File: config.mk
export PLATFORM = sky130hd
export DESIGN_NAME = ps2_host_tx
export DESIGN_NICKNAME = d
export VERILOG_FILES = /design/src/rtl/ps2_pkg.sv /design/src/rtl/ps2_line_sync.sv /design/src/rtl/ps2_host_tx.sv
export SDC_FILE = /design/constraint.sdc
export NUM_CORES = 1
export LEC_CHECK = 0
export ABC_AREA = 1
export CAP_MARGIN = 20
export CORE_MARGIN = 5
export CORE_UTILIZATION = 50
export DETAILED_ROUTE_END_ITERATION = 6
export DONT_BUFFER_PORTS = 1
export HOLD_SLACK_MARGIN = 0.15
export SYNTH_ARGS = -nofsm -noshare
export SYNTH_HDL_FRONTEND = slang
export SYNTH_SLANG_ARGS = --single-unit
File: constraint.sdc
create_clock -name CLOCK_50 -period 3.7 [get_ports CLOCK_50]
set_input_delay 0.37 -clock CLOCK_50 [delete_from_list [all_inputs] [get_ports CLOCK_50]]
set_output_delay 0.37 -clock CLOCK_50 [all_outputs]
set_load 0.03 [all_outputs]
File: src/rtl/ps2_pkg.sv
// Shared PS/2 definitions: transmitter state encoding, command bytes and default timings.
// The keyboard receiver imports the same package.
package ps2_pkg;

  typedef enum logic [2:0] {
    ST_IDLE,
    ST_INHIBIT,
    ST_REQ,
    ST_SEND,
    ST_ACK,
    ST_WAIT_IDLE
  } ps2_tx_state_t;

  localparam logic [7:0] PS2_CMD_SET_LEDS = 8'hED;
  localparam logic [7:0] PS2_CMD_RESET    = 8'hFF;
  localparam logic [7:0] PS2_CMD_ENABLE   = 8'hF4;

  // 100 us clock inhibit and 15 ms ACK timeout at 50 MHz
  localparam int PS2_INHIBIT_CYCLES = 5000;
  localparam int PS2_TIMEOUT_CYCLES = 750000;
  localparam int PS2_TO_W           = 20;

  function automatic logic ps2_odd_parity(input logic [7:0] b);
    return ~^b;
  endfunction

endpackage

File: src/rtl/ps2_line_sync.sv
// Two-flop synchroniser for the raw PS2_CLK/PS2_DAT levels with falling-edge strobes.
// Idle lines are high, so the chain resets to 1 to avoid a false edge after reset.
module ps2_line_sync (
  input  logic CLOCK_50,
  input  logic hardRes,
  input  logic ps2_clk_in,
  input  logic ps2_dat_in,
  output logic clk_sync,
  output logic dat_sync,
  output logic clk_fall,
  output logic dat_fall
);

  logic clk_p0, clk_p1, clk_p2;
  logic dat_p0, dat_p1, dat_p2;

  always_ff @(posedge CLOCK_50) begin
    if (hardRes) begin
      clk_p0 <= 1'b1;
      clk_p1 <= 1'b1;
      clk_p2 <= 1'b1;
      dat_p0 <= 1'b1;
      dat_p1 <= 1'b1;
      dat_p2 <= 1'b1;
    end else begin
      clk_p0 <= ps2_clk_in;
      clk_p1 <= clk_p0;
      clk_p2 <= clk_p1;
      dat_p0 <= ps2_dat_in;
      dat_p1 <= dat_p0;
      dat_p2 <= dat_p1;
    end
  end

  // _p1 is the synchronised level, _p2 its previous value
  assign clk_sync = clk_p1;
  assign dat_sync = dat_p1;
  assign clk_fall = clk_p2 & ~clk_p1;
  assign dat_fall = dat_p2 & ~dat_p1;

endmodule

File: src/rtl/ps2_host_tx.sv
// Host-to-device PS/2 transmitter: inhibit, request-to-send, 11-edge frame, ACK check.
// Outputs are open-collector enables; the top level turns them into tristates.
module ps2_host_tx
  import ps2_pkg::*;
#(
  parameter int INHIBIT_CYCLES = PS2_INHIBIT_CYCLES,
  parameter int TIMEOUT_CYCLES = PS2_TIMEOUT_CYCLES
) (
  input  logic       CLOCK_50,
  input  logic       hardRes,
  input  logic       cmd_valid,
  input  logic [7:0] cmd_data,
  output logic       cmd_ready,
  output logic       busy,
  output logic       tx_done,
  output logic       tx_error,
  input  logic       ps2_clk_in,
  input  logic       ps2_dat_in,
  output logic       ps2_clk_oe,
  output logic       ps2_dat_oe
);

  localparam int INH_W = (INHIBIT_CYCLES > 1) ? $clog2(INHIBIT_CYCLES) : 1;
  localparam logic [INH_W-1:0]    INH_LAST = INH_W'(INHIBIT_CYCLES - 1);
  localparam logic [PS2_TO_W-1:0] TO_LAST  = PS2_TO_W'(TIMEOUT_CYCLES - 1);

  ps2_tx_state_t       state, state_n;
  logic [INH_W-1:0]    inh_cnt, inh_cnt_n;
  logic [3:0]          edge_cnt, edge_cnt_n;
  logic [PS2_TO_W-1:0] to_cnt, to_cnt_n;
  logic                clk_oe_n, dat_oe_n, done_n, err_n;
  logic                accept;
  logic [7:0]          byte_q;
  logic                par_q;
  logic                clk_s, dat_s, clk_fall, dat_fall_unused;

  function automatic logic [PS2_TO_W-1:0] sat_inc(input logic [PS2_TO_W-1:0] v);
    return (&v) ? v : v + 1'b1;
  endfunction

  ps2_line_sync u_sync (
    .CLOCK_50   (CLOCK_50),
    .hardRes    (hardRes),
    .ps2_clk_in (ps2_clk_in),
    .ps2_dat_in (ps2_dat_in),
    .clk_sync   (clk_s),
    .dat_sync   (dat_s),
    .clk_fall   (clk_fall),
    .dat_fall   (dat_fall_unused)
  );

  // Ready is withheld during the done/error pulse so a new command starts one cycle later
  assign cmd_ready = (state == ST_IDLE) && !tx_done && !tx_error;
  assign accept    = cmd_valid && cmd_ready;

  always_comb begin
    state_n    = state;
    inh_cnt_n  = inh_cnt;
    edge_cnt_n = edge_cnt;
    to_cnt_n   = to_cnt;
    dat_oe_n   = ps2_dat_oe;
    done_n     = 1'b0;
    err_n      = 1'b0;
    unique case (state)
      ST_IDLE: begin
        if (accept) begin
          state_n   = ST_INHIBIT;
          inh_cnt_n = '0;
        end
      end
      ST_INHIBIT: begin
        if (inh_cnt == INH_LAST) begin
          state_n  = ST_REQ;
          dat_oe_n = 1'b1;
        end else begin
          inh_cnt_n = inh_cnt + 1'b1;
        end
      end
      ST_REQ: begin
        state_n    = ST_SEND;
        edge_cnt_n = '0;
        to_cnt_n   = '0;
      end
      ST_SEND, ST_ACK, ST_WAIT_IDLE: begin
        to_cnt_n = sat_inc(to_cnt);
        if (to_cnt == TO_LAST) begin
          state_n = ST_IDLE;
          err_n   = 1'b1;
        end else if (state == ST_SEND) begin
          // edge_cnt counts edges already seen: 0-7 data, 8 parity, 9 stop
          if (clk_fall) begin
            edge_cnt_n = edge_cnt + 1'b1;
            if (edge_cnt < 4'd8) begin
              dat_oe_n = ~byte_q[edge_cnt[2:0]];
            end else if (edge_cnt == 4'd8) begin
              dat_oe_n = ~par_q;
            end else begin
              dat_oe_n = 1'b0;
              state_n  = ST_ACK;
            end
          end
        end else if (state == ST_ACK) begin
          if (clk_fall) begin
            if (dat_s) begin
              err_n   = 1'b1;
              state_n = ST_IDLE;
            end else begin
              state_n = ST_WAIT_IDLE;
            end
          end
        end else if (clk_s && dat_s) begin
          done_n  = 1'b1;
          state_n = ST_IDLE;
        end
      end
      default: state_n = ST_IDLE;
    endcase
    if (state_n == ST_IDLE) dat_oe_n = 1'b0;
    clk_oe_n = (state_n == ST_INHIBIT) || (state_n == ST_REQ);
  end

  always_ff @(posedge CLOCK_50) begin
    if (hardRes) begin
      state      <= ST_IDLE;
      inh_cnt    <= '0;
      edge_cnt   <= '0;
      to_cnt     <= '0;
      ps2_clk_oe <= 1'b0;
      ps2_dat_oe <= 1'b0;
      busy       <= 1'b0;
      tx_done    <= 1'b0;
      tx_error   <= 1'b0;
    end else begin
      state      <= state_n;
      inh_cnt    <= inh_cnt_n;
      edge_cnt   <= edge_cnt_n;
      to_cnt     <= to_cnt_n;
      ps2_clk_oe <= clk_oe_n;
      ps2_dat_oe <= dat_oe_n;
      busy       <= (state_n != ST_IDLE);
      tx_done    <= done_n;
      tx_error   <= err_n;
    end
  end

  always_ff @(posedge CLOCK_50) begin
    if (accept) begin
      byte_q <= cmd_data;
      par_q  <= ps2_odd_parity(cmd_data);
    end
  end

endmodule

==> results_dict.tcl, run 1 <==
set metrics [dict create \
    worstPathCellList "ha_1 -> nand3_2 -> nor2_1 -> nand3_1 -> nand2_1 -> nand2_1 -> nand2_1 -> o21ai_0 -> a21oi_1" \
    ys_ff_latch 59 \
    cts.sinks 59 \
    power.total_uw 1242 \
    route.antenna.remaining_nets 0 \
    fill_cells 648 \
    synth_common_cells "nand2_1 (116), nor2_1 (66), inv_1 (53)" \
    syn_avg_cell_area_um2 6.959 \
    first_global_vias 2829 \
    period_share_pct 56.17 \
    swShare_pct 24.92 \
    synth_warnings 0 \
    min_period_ns 2.078 \
    final_area_um2 3615 \
    cpLargestDelayFamily "simple AND/OR/NAND/NOR gates" \
    yosysTopAreaCell "dfxtp_1" \
    switchingPower_uw 309.5 \
    synth_area_um2 3319 \
    max_stage_delay_ns 0.47 \
    syn_nets 494 \
    overflow 0 \
    ir_drop_uv 235.2 \
    crit_path_max_fanout 9 \
    required_ns 3.97 \
    via_per_inst 5.279 \
    start_kind "flip-flop" \
    io_pins 19 \
    grt_pass1_wl_mm 12.97 \
    hold_viol_final 0 \
    cts_buffers 9 \
    path_buf_inv 0 \
    slew_violations 0 \
    dp_cells 545 \
    root_buffer "clkbuf_8" \
    wl_per_cell_um 13.45 \
    cp_slowest_cell "dfxtp_1" \
    worst_pin_slew_ns 0.4285 \
    synth_cell_types 37 \
    status "finished clean" \
    drtPass1Iterations 4 \
    antenna_found_initial 0 \
    crit_type "flip-flop to flip-flop" \
    synth_edf_count 9 \
    skew_ns 0.007464 \
    synth_cells 477 \
    dieArea_um2 8369 \
    rsz0062_at_grt "false" \
    core-area_um2 6422 \
    pwr-share-clk_pct 39.1 \
    place_congestion 0.8863 \
    postCtsSetupBuffers 0 \
    cts_max_path_buffers 2 \
    wl_mm 7.665 \
    leakage_uw 0.001403 \
    netlist.area_leader.share_pct 30.15 \
    clkLatencyLatePin_ns 0.35 \
    place_area_um2 3346 \
    fin_tns_setup_ns 0 \
    cts-htree-levels 3 \
    tritoncts "yes" \
    yosysMostFrequentCell "nand2_1" \
    clk_pin_slew_ns 0.06 \
    power.density_nw_per_um2 343.6 \
    diodes 0 \
    async_flop_share_pct 0 \
    fin_cells 570 \
    die_w_um 91.48 \
    port_buffers 0 \
    synth_area_leaders "dfxtp_1 (30%), nand2_1 (13%), edfxtp_1 (8.1%)" \
    end_kind "flip-flop" \
    holdCritPathClass "input pin to flip-flop" \
    syn2layout_area_growth_pct 8.896 \
    timing.fmax_ghz 0.4812 \
    internal_power_uw 932.4 \
    drive_above_1_share_pct 9.736 \
    grt_use_total_pct 19.20 \
    cap_violations 0 \
    arrival_ns 2.35 \
    final_nets 507 \
    synthFlopType "dfxtp_1" \
    post-route-util_pct 56.28 \
    relSlewSlack_pct 71.40 \
    seqPwrFrac_pct 54.7 \
    initial_utilization_pct 51.69 \
    die_height_um 91.48 \
    ys_seq_area_share_pct 38.30 \
    combPwrFrac_pct 6.2 \
    crit_top_cell "nand2_1" \
    drt_iter0_markers 133 \
    grt_max_degree 27 \
    rows 29 \
    place_hpwl_mm 5.542 \
    setup_viol 0 \
    drc_errors 0 \
    route.vias.total 3009 \
]
==> sequential cells by signal, summed over array words and instances, names as in the netlist, 3 cells and up <==
| signal | flops |
|---|---|
| byte_q | 8 |
| edge_cnt | 4 |
| inh_cnt | 13 |
| state | 3 |
| to_cnt | 20 |
==> layout by cell type, fill, tap and decap left out, drive strengths merged, types with 9 or more instances in the layout <==
cell type,synthesis,final
edfxtp,9,9
dfxtp,50,50
o21ai,14,14
nand3,45,45
dlygate4sd3,0,10
inv,56,56
nor2,69,69
nor3,15,15
nand2,126,126
nand4,15,15
clkbuf,4,11
a21oi,36,36
==> through the flow <==
stage	hold WS, ns	setup WS (ns)
after floorplan	0.3895	2.054
after global placement	0.3907	1.695
after detailed placement	0.3975	1.682
after CTS	0.2086	1.655
after global routing	0.2069	1.359
final	0.2212	1.622
==> cells by family after synthesis <==
family | Yosys count | share of synthesized area [%]
xor+xnor | 12 | 3.166
simple gates | 284 | 38.79
fa+ha+maj | 4 | 1.508
compound gates | 53 | 9.650
flops | 59 | 38.30
buf+inv | 65 | 8.594
==> layer usage <==
layer  vias to the layer above  routed length, µm  GRT usage [%]
li1                       1564                  -              -
met1                      1360               3639          25.29
met2                        73               3501          30.19
met3                        12                384          4.959
met4                         0                140          7.161
met5                         -                  0              0
==> power by group through the flow <==
| stage | Clock, µW | Combinational (µW) | Sequential (µW) |
|---|---|---|---|
| floorplan | 0 | 55.7 | 691 |
| finish | 486 | 77.0 | 679 |
| global placement | 0 | 60.1 | 693 |
| detailed placement | 0 | 61.2 | 694 |
| global route | 531 | 85.3 | 680 |
| CTS | 497 | 77.5 | 679 |
==> cell type report <==
cell class	instances	area [µm²]	area share, %
clock buffer	11	131.4	3.634
clock inverter	3	17.52	0.4846
inverter	56	215.2	5.954
multi-input combinational	353	1763	48.77
sequential	59	1271	35.17
tap	77	96.34	2.665
timing repair buffer	11	120.1	3.323
==> timing repair <==
| item | 4_1_cts | 5_1_grt |
|---|---|---|
| resized for setup | 0 | 0 |
| endpoints found under the hold margin | 34 | 0 |
| hold buffers | 11 | 0 |
==> path summary, 6_finish.rpt <==
path                            start                    endpoint  slack, ns  cells after the start
max            to_cnt[0]$_SDFFE_PP0P_    edge_cnt[0]$_SDFFE_PP0P_       1.62                      9
max reg2reg    to_cnt[0]$_SDFFE_PP0P_    edge_cnt[0]$_SDFFE_PP0P_       1.62                      9
min                           hardRes         tx_error$_SDFF_PP0_       0.22                      2
min reg2reg  u_sync.clk_p0$_SDFF_PP1_  u_sync.clk_sync$_SDFF_PP1_       0.41                      1
Note: power is estimated with default switching activity, not from simulation.
==> run 2, diff against run 1 <==
--- a/config.mk
+++ b/config.mk
@@ -12,6 +12,7 @@
 export DETAILED_ROUTE_END_ITERATION = 6
 export DONT_BUFFER_PORTS = 1
 export HOLD_SLACK_MARGIN = 0.15
+export PLACE_DENSITY = 0.68
 export SYNTH_ARGS = -nofsm -noshare
 export SYNTH_HDL_FRONTEND = slang
 export SYNTH_SLANG_ARGS = --single-unit
==> constraint.sdc (replaced) <==
create_clock -name CLOCK_50 -period 1.9 [get_ports CLOCK_50]
set_input_delay 0.19 -clock CLOCK_50 [delete_from_list [all_inputs] [get_ports CLOCK_50]]
set_output_delay 0.19 -clock CLOCK_50 [all_outputs]
set_load 0.03 [all_outputs]
==> run 2 against run 1 <==
Count of clock-buffer cells in the layout is the same; critical path depth is the same; first-iteration DRC count grew 9.8%; routed wire length up 0.63%; sequential power increased by 94%; core utilization rose by 3.0 points; clock skew grew 0.0030 ns; setup slack got worse by 1.5 ns; register-to-register slack worse by 1.5 ns; highest routed layer unchanged.
==> results_dict.tcl, run 2 (synthesis results as in run 1) <==
set metrics [dict create \
    period_share_pct 91.34 \
    min_period_ns 1.735 \
    arrival_ns 2.00 \
    holdCritPathClass "input pin to flip-flop" \
    skew_ns 0.01044 \
    io_pins 19 \
    hold_viol_final 0 \
    place_congestion 0.8973 \
    tritoncts "yes" \
    slew_violations 0 \
    dieArea_um2 8369 \
    drtPass1Iterations 4 \
    via_per_inst 5.178 \
    cts-htree-levels 3 \
    r2r_slack_ns 0.16 \
    crit_path_max_fanout 19 \
    drc_errors 0 \
    final_cell_mix "nand2_1 (115), nor2_1 (64), inv_1 (53), dfxtp_1 (49), nand3_1 (42)" \
    status "finished clean" \
    rsz0062_at_grt "false" \
    largestRegisters "to_cnt: 20 flops, inh_cnt: 13 flops, byte_q: 8 flops" \
    grt_max_degree 30 \
    clkLatencyLatePin_ns 0.34 \
    r2r-end "to_cnt[5]$_SDFFE_PP0P_" \
    cap_violations 0 \
    hold_depth 3 \
    die_w_um 91.48 \
    syn2layout_area_growth_pct 14.74 \
    top_register "to_cnt" \
    route.vias.total 3050 \
    relSlewSlack_pct 67.93 \
    antenna_found_initial 0 \
    overflow 0 \
    drive_above_1_share_pct 14.26 \
    core-area_um2 6422 \
    place_area_um2 3466 \
    root_buffer "clkbuf_8" \
    setup_viol 0 \
    holdWs_ns 0.2951 \
    final_common_cell "nand2_1" \
    worst_pin_slew_ns 0.4774 \
    rows 29 \
    leakage_uw 0.001515 \
    worst_r2r_startpoint "to_cnt[1]$_SDFFE_PP0P_" \
    ff2ff_path_depth 9 \
    die_height_um 91.48 \
    dp_worst_setup_slack_ns 0.1079 \
    largest_reg_flops 20 \
    fin_tns_setup_ns 0 \
    crit_type "flip-flop to flip-flop" \
    route.antenna.remaining_nets 0 \
    wl_per_cell_um 13.10 \
    end_kind "flip-flop" \
    port_buffers 0 \
    grt_use_total_pct 20.03 \
    fill_cells 593 \
    clk_pin_slew_ns 0.07 \
    start_kind "flip-flop" \
    wl_mm 7.713 \
    grt_pass1_wl_mm 13.42 \
    setup_ws_ns 0.1646 \
    required_ns 2.17 \
    final_area_um2 3809 \
    diodes 0 \
    cts_buffers 9 \
    ir_drop_uv 515.6 \
    place_hpwl_mm 5.602 \
    hp-start "cmd_data[0]" \
    post-route-util_pct 59.30 \
    cts_max_path_buffers 2 \
    drt_iter0_markers 146 \
    initial_utilization_pct 51.69 \
    cts.sinks 59 \
    timing.fmax_ghz 0.5762 \
    first_global_vias 2882 \
    final_nets 524 \
    power.density_nw_per_um2 688.5 \
    min_to "par_q$_DFFE_PP_" \
]
-- run 2: repair_timing --
action,CTS,global route
resized for setup,0,7
endpoints found under the hold margin,43,0
endpoints found under the setup margin,0,19
buffers inserted,0,0
hold buffers,12,0
-- run 2: how the worst max path moves through the flow --
stage	cells after the start	slack [ns]	start	to
6_report	9	0.16	to_cnt[1]$_SDFFE_PP0P_	to_cnt[5]$_SDFFE_PP0P_
3_3_place_gp	12	0.15	inh_cnt[0]$_SDFFE_PP0P_	inh_cnt[4]$_SDFFE_PP0P_
4_1_cts	12	0.09	inh_cnt[0]$_SDFFE_PP0P_	inh_cnt[4]$_SDFFE_PP0P_
3_5_place_dp	12	0.11	inh_cnt[0]$_SDFFE_PP0P_	inh_cnt[4]$_SDFFE_PP0P_
5_1_grt	9	0.0006	to_cnt[1]$_SDFFE_PP0P_	to_cnt[5]$_SDFFE_PP0P_
2_1_floorplan	8	0.25	to_cnt[1]$_SDFFE_PP0P_	to_cnt[0]$_SDFFE_PP0P_
-- run 2: area by class of cell --
| type | count | area, µm² | area share (%) |
|---|---|---|---|
| clock buffer | 11 | 141.4 | 3.712 |
| inverter | 56 | 217.7 | 5.716 |
| sequential | 59 | 1272 | 33.41 |
| timing repair buffer | 28 | 250.2 | 6.570 |
| clock inverter | 5 | 52.55 | 1.380 |
| tap | 77 | 96.34 | 2.530 |
| multi-input combinational | 353 | 1778 | 46.68 |
-- run 2: metrics by stage --
| stage | power (µW) | cells |
|---|---|---|
| global placement | 1472 | 561 |
| CTS | 2648 | 589 |
| finish | 2622 | 589 |
| global route | 2749 | 589 |
| floorplan | 1455 | 477 |
| detailed placement | 1476 | 561 |
-- run 2: critical path: stages (launching register included) --
cell and delay, ns:
dfxtp_1 0.37, ha_1 0.20, nand3_2 0.14, nor3_4 0.18, nand3_2 0.12, nand2_2 0.11, nand2_4 0.16, inv_8 0.17
nand2_1 0.06, a21oi_1 0.15
-- run 2: where the power goes --
| group | internal, µW | switching (µW) |
|---|---|---|
| clock | 634 | 502 |
| combinational | 66.8 | 96.3 |
| sequential | 1300 | 20.8 |
-- run 2: routing by layer --
layer  vias up  GRT usage, %  wire length, µm
met5         -             0                0
met4         0         6.533              103
met3        12         5.537              372
met2        68         32.32             3582
met1      1366         25.87             3654
li1       1604             -                -
